`src/rtl/q_result_buffer.sv`:
```
// Result buffer behind the Q formula accelerator: show-ahead FIFO on a ready/valid
// master port, plus credit tracking so that results in flight always have a slot.
module q_result_buffer #(
  parameter int DATA_WIDTH = 32,
  parameter int DEPTH      = 8,
  parameter int CNT_WIDTH  = $clog2(DEPTH) + 1
) (
  input  logic                    clk,
  input  logic                    reset,
  input  logic                    issue_in,
  output logic                    issue_ready,
  input  logic                    res_valid_in,
  input  logic [2*DATA_WIDTH-1:0] res_data_in,
  output logic                    m_valid,
  output logic [2*DATA_WIDTH-1:0] m_data,
  input  logic                    m_ready,
  output logic [CNT_WIDTH-1:0]    occupancy,
  output logic [CNT_WIDTH-1:0]    inflight,
  output logic                    err_credit,
  output logic                    err_overflow,
  output logic                    err_spurious
);
  localparam int RW = 2 * DATA_WIDTH;
  localparam int PW = $clog2(DEPTH);
  localparam logic [CNT_WIDTH-1:0] DEPTH_C  = CNT_WIDTH'(DEPTH);
  localparam logic [CNT_WIDTH-1:0] INFL_MAX = '1;

  logic [RW-1:0] mem [DEPTH];
  logic [PW-1:0] wr_ptr, rd_ptr;
  logic          full, pop, push, dec;
  logic signed [CNT_WIDTH+1:0] credit;

  always_comb begin
    full = (occupancy == DEPTH_C);
    pop  = m_valid && m_ready;
    push = res_valid_in && (!full || pop);
    dec  = res_valid_in && (inflight != '0);
  end

  assign m_valid = (occupancy != '0);
  assign m_data  = m_valid ? mem[rd_ptr] : '0;

  // Credit can go negative once the issuer ignores issue_ready, hence two extra bits.
  assign credit      = $signed({2'b00, DEPTH_C}) - $signed({2'b00, occupancy})
                     - $signed({2'b00, inflight});
  assign issue_ready = !credit[CNT_WIDTH+1] && (credit != '0);

  always_ff @(posedge clk) begin
    if (!reset && push) mem[wr_ptr] <= res_data_in;
  end

  always_ff @(posedge clk) begin
    if (reset) begin
      wr_ptr       <= '0;
      rd_ptr       <= '0;
      occupancy    <= '0;
      inflight     <= '0;
      err_credit   <= 1'b0;
      err_overflow <= 1'b0;
      err_spurious <= 1'b0;
    end else begin
      if (push) wr_ptr <= wr_ptr + PW'(1);
      if (pop)  rd_ptr <= rd_ptr + PW'(1);
      occupancy <= occupancy + CNT_WIDTH'(push) - CNT_WIDTH'(pop);

      // The accelerator returns a result for every issue, legal or not, so always count it.
      if (issue_in && !dec && inflight != INFL_MAX) inflight <= inflight + CNT_WIDTH'(1);
      else if (dec && !issue_in)                    inflight <= inflight - CNT_WIDTH'(1);

      if (issue_in && !issue_ready)         err_credit   <= 1'b1;
      if (res_valid_in && full && !pop)     err_overflow <= 1'b1;
      if (res_valid_in && inflight == '0)   err_spurious <= 1'b1;
    end
  end
endmodule

```
`config.mk`:
```
export PLATFORM = sky130hd
export DESIGN_NAME = q_result_buffer
export DESIGN_NICKNAME = d
export VERILOG_FILES = /design/src/rtl/q_result_buffer.sv
export SDC_FILE = /design/constraint.sdc
export NUM_CORES = 1
export LEC_CHECK = 0
export ABC_AREA = 1
export BUFFER_PORTS_ARGS = -buffer_cell sky130_fd_sc_hd__buf_4
export CORE_UTILIZATION = 62
export CTS_BUF_LIST = sky130_fd_sc_hd__clkbuf_4 sky130_fd_sc_hd__clkbuf_8
export DETAILED_ROUTE_END_ITERATION = 10
export MAX_ROUTING_LAYER = met4
export PLACE_DENSITY = 0.81
export SKIP_LAST_GASP = 1
export SLEW_MARGIN = 25
export SYNTH_ARGS = -nofsm -noshare
export SYNTH_HDL_FRONTEND = slang
export SYNTH_SLANG_ARGS = --single-unit
```
`constraint.sdc`:
```
create_clock -name clk -period 8.92 [get_ports clk]
set_clock_uncertainty 0.2 [all_clocks]
set_input_delay 0.892 -clock clk [delete_from_list [all_inputs] [get_ports clk]]
set_output_delay 0.892 -clock clk [all_outputs]
set_load 0.02 [all_outputs]
```
# [Word level (Yosys, flattened, before mapping)]
# Memories as Yosys holds them, arrays and structs flattened. A register that Yosys moved wholly into a read port is not among the register bits.
# Index checks and enable logic that the tools add are counted.
[word_totals] mem_bits_ro=0 memories=1 mem_bits_rw=512 elab_cells=50 input_bits=69 reg_bits=17 latchBits=0
[memory_table] memory="mem" words=8 word_bits=64 read_ports=1 rd_clocked_by_memory_dff=1 write_ports=1 line_no="28" rtl="logic [RW-1:0] mem [DEPTH];"
[classes] n_bitwise=0 n_mux=7 addsub=8 shift=0 reduce_logical=25 n_eq_ne=2 div_mod_pow=0 n_lt_le_gt_ge=0 multipliers=0
[op_table] cell="$mux W64" n=1
[op_table] cell="$logic_and A1 B1 Y1" n=12
[op_table] cell="$mux W4" n=2
[op_table] cell="$reduce_bool A4 Y1" n=2
[op_table] cell="$logic_not A1 Y1" n=7
[op_table] cell="$add A3 B1 Y3 const B" n=2
[op_table] cell="$mux W3" n=2
[op_table] cell="$reduce_bool A6 Y1" n=1
[op_table] cell="$sub A5 B5 Y6" n=1
[op_table] cell="$sub A4 B4 Y5 const A" n=1
[op_table] cell="$add A4 B1 Y4" n=1
[op_table] cell="$add A4 B1 Y4 const B" n=1
[op_table] cell="$eq A4 B4 Y1 const B" n=1
[op_table] cell="$logic_not A4 Y1" n=1
[op_table] cell="$ne A4 B4 Y1 const B" n=1
[op_table] cell="$sub A4 B1 Y4" n=1
[op_table] cell="$sub A4 B1 Y4 const B" n=1
[op_table] cell="$mux W1" n=2
[op_table] cell="$reduce_bool A2 Y1" n=1
[op_table] cell="$logic_or A1 B1 Y1" n=1

# [Depth between registers and ports, before layout]
[logic_depth] depth_word=7 mapped_depth=14 mapped_depth_nobuf=14

# [Worst setup path after synthesis]
# No wires, ideal clock.
[synth_path] path_kind="register to register" start="register occupancy[1]" end="memory mem[6][0] (netlist name), enable pin" path_stages_with_launch=10 slack_ns=2.322 arrival_time_ns=5.833 period_less_slack_ns=6.598 required_ns=8.155 cell_sequence="dfxtp_1 inv_1 ha_1 nand2_1 nand2_1 inv_1 o21ai_2 inv_1 nand2_1 nor3_1"
[synth_via] elab_chain_cells=7
[synth_lines] element="start, declared" line_no="17" rtl="output logic [CNT_WIDTH-1:0] occupancy,"
[synth_lines] element="start signal, assigned" line_no="64" rtl="occupancy <= occupancy + CNT_WIDTH'(push) - CNT_WIDTH'(pop);"
[synth_lines] element="$eq A4 B4 Y1 or $reduce_bool A4 Y1 (tied branches)" line_no="34, 40"
[synth_lines] element="$logic_not A1 Y1 or $logic_and A1 B1 Y1 (tied branches)" line_no="36, 35"
[synth_lines] element="$logic_or A1 B1 Y1 *" line_no="36" rtl="push = res_valid_in && (!full || pop);"
[synth_lines] element="$logic_and A1 B1 Y1 *" line_no="36"
[synth_lines] element="$logic_and A1 B1 Y1 *" line_no="49" rtl="if (!reset && push) mem[wr_ptr] <= res_data_in;"
[synth_lines] element="$mux W1 *" line_no="49"
[synth_lines] element="$mux W1 (implied by the code) *" line_no="49"
[synth_lines] element="end, declared" line_no="28"
# Mark *: on every way between the ends. The rest lies on a longest branch, timed or not.

# [Worst setup path after layout]
[layout_path] start="register occupancy[1]" end="memory mem[3][3] (netlist name), enable pin"
# Same word-level chain as after synthesis.

==> results.ini <==
[status]
status = completed

[synth]
synthMuxAreaShare_pct = 0
synthArstFlopShare_pct = 0
syn_area_per_cell_sq_um = 12.7
syn_inst = 1683
synthTopCellsByArea = edfxtp_1 (72%), nor2_1 (9.3%), o21ai_0 (7.1%)
synth-adder-area-share_pct = 1.16
synth_seq_cells = 532
synthTopCellsByCount = nor2_1 (530), edfxtp_1 (512), o21ai_0 (301)
synthMostInstantiatedCell = nor2_1
synth-edff-count = 512
syn_area_sq_mm = 0.0214
ys_types = 29
syn_nets = 1770
synth_top_family_by_area = compound AO/OA/AOI/OAI gates
synthSimpleGateAreaFrac_pct = 10.3
synth_flop_cell = edfxtp_1
yosys_warnings = 0
yosys.area.top_type = edfxtp_1
seq_area_frac_synth_pct = 73.9
synthXorXnorAreaFrac_pct = 0.164
synth_compound_area_share_pct = 11.7
synth_top_area_share_pct = 72.0

[sta]
relSlewSlack_pct = 29.4
fin_ws_ps = 4250
rsz0062_at_grt = false
finalSetupViolCount = 0
min_period_ps = 4670
timing.hold.ws_ps = 254
tightest_slew_ps = 1060
post-route-period-util_pct = 52.3
hold_violations = 0
maxSlewViolCount = 0
fmax_mhz = 214
final.setup.tns_ps = 0

[routing]
wl_per_cell_um = 19.5
route.detailed.drc = 0
drt_first_pass_iters = 5
vias_per_cell = 5.90
antenna_left = 0
drt-initial-drc-count = 1379
finalWirelength_um = 45600
num_vias = 13800

[place]
port_buffers = 145
hpwlAfterDp_um = 23800
place_ws_ps = 4260
dpl_cell_area_sq_mm = 0.0228
routabilityCongestion = 0.762

[global_routing]
grt_use_total_pct = 26.6
grt_max_degree = 152
gr-total-overflow = 0
antenna_found_initial = 0
first_global_vias = 13600
grt_pass1_wl_um = 70900

[pwr]
irDropWorstVdd_mv = 0.203
p_comb_share_pct = 32.8
p_clk_share_pct = 27.1
p_leak_nw = 8.49
power.density_mw_per_mm2 = 300
internal_power_mw = 4.78
p_sw_mw = 2.55
power.share.sequential_pct = 40.1
swShare_pct = 34.8

[clock_tree]
cts_tree = done
clk_latency_ps = 610
cts_hold_buffers = 0
cts_sinks = 532
clock_path_buffers = 3
path_clk_slew_ps = 60
clock-root-buffer = clkbuf_8
cts_buffers = 82
cts_resized = 0
cts_setup_buffers = 0
h-tree-depth = 3

[layout]
syn_to_final_growth_pct = 14.2
fillers = 2168
multi_input_area_sq_mm = 0.00503
design_area_sq_mm = 0.0244
final_layout_size_suffix_gt1_share_pct = 17.8
final_nets = 1915
antenna_cells = 0
seq_area_sq_mm = 0.0158

[die]
start_util_pct = 63.4
fp.dieW_um = 188
die_y_um = 188
dieArea_sq_mm = 0.0352
pin_count = 146
rows = 67
core_area_sq_mm = 0.0337

[critical_path]
worst_setup_path_start_kind = flip-flop
end_kind = flip-flop
r2r_cells = 11
worst_ep_required_time_ps = 8950
r2r-start = occupancy[1]$_SDFF_PP0_
startpoint = occupancy[1]$_SDFF_PP0_
crit_type = flip-flop to flip-flop
cp.arrival_ps = 4690
worstPathMaxFanout = 66
r2r_slack_ps = 4250

[job]
maxCapViolCount = 0

[hold_path]
hold_path_class = flip-flop to flip-flop
whs_path_depth = 2
worstHoldStart = err_spurious$_SDFFE_PP0P_

## cell type report
cell class | instances | area share (%)
clock buffers | 108 | 5.56
clock inverters | 37 | 1.08
inverters | 32 | 0.523
multi-input cells | 1014 | 20.6
flip-flops and latches | 532 | 64.7
well taps | 448 | 2.30
repair buffers | 166 | 5.22
## path summary, 6_finish.rpt
check                                            endpoint
worst max-delay path                  mem[3][3]$_DFFE_PP_
worst min-delay path            err_spurious$_SDFFE_PP0P_
worst max register to register        mem[3][3]$_DFFE_PP_
worst min register to register  err_spurious$_SDFFE_PP0P_
## state kept, by name, summed over array words and instances (netlist names), named ones only
name          count
inflight          4
err_credit        1
mem             512
rd_ptr            3
occupancy         4
err_spurious      1
err_overflow      1
wr_ptr            3
## worst max-delay path, cell delays in order, from the launching register on
cell and delay (ps):
dfxtp_1 400, inv_1 120, ha_1 260, nand2_2 70
buf_4 630, nand2_1 280, inv_1 260, o21ai_2 110
inv_1 130, nand3_1 320, nor2_4 810, buf_4 660
## power by group through the flow
| stage | Clock, mW | Sequential (mW) | Combinational (mW) |
|---|---|---|---|
| global route | 2.12 | 2.95 | 2.63 |
| finish | 1.99 | 2.94 | 2.40 |
| detailed placement | 0 | 2.99 | 2.39 |
| global placement | 0 | 2.98 | 2.31 |
| CTS | 2.02 | 2.94 | 2.41 |
| floorplan | 0 | 2.96 | 1.59 |
## cells by family after synthesis
| kind of cell | after synthesis |
|---|---|
| and+or+nand+nor | 576 |
| xor gates and xnor gates | 4 |
| buffers and inverters | 137 |
| AOI/OAI and AO/OA | 416 |
| adders and majority gates | 18 |
| DFF | 532 |
## stage by stage
stage | util (%) | total power, mW | cells
floorplan | - | 4.55 | 1683
global placement | 67.5 | 5.29 | 2191
detailed placement | 67.5 | 5.38 | 2192
CTS | 72.3 | 7.36 | 2337
global route | 72.4 | 7.70 | 2337
finish | 72.4 | 7.33 | 2337
## cells in the final DEF (no fill, tap or decap), drive strengths merged, types with 4 or more instances in the layout
cell and count:
nor2 530, edfxtp 512, o21ai 333, buf 166, clkbuf 108, o32ai 64
inv 35, nand2 28, clkinv 28, dfxtp 20, a21oi 18, ha 15
nand3 10, nor3 4
## per-layer routing
layer  vias up  global-route usage, %  share of wire, %
met1      6791                   33.4                40
li1       6362                      -                 -
met2       528                   43.7                50
met3       109                   4.32               6.8
met5         -                      -                 0
met4         0                   10.4               2.9
No activity file was read; power rests on OpenSTA's default activity.
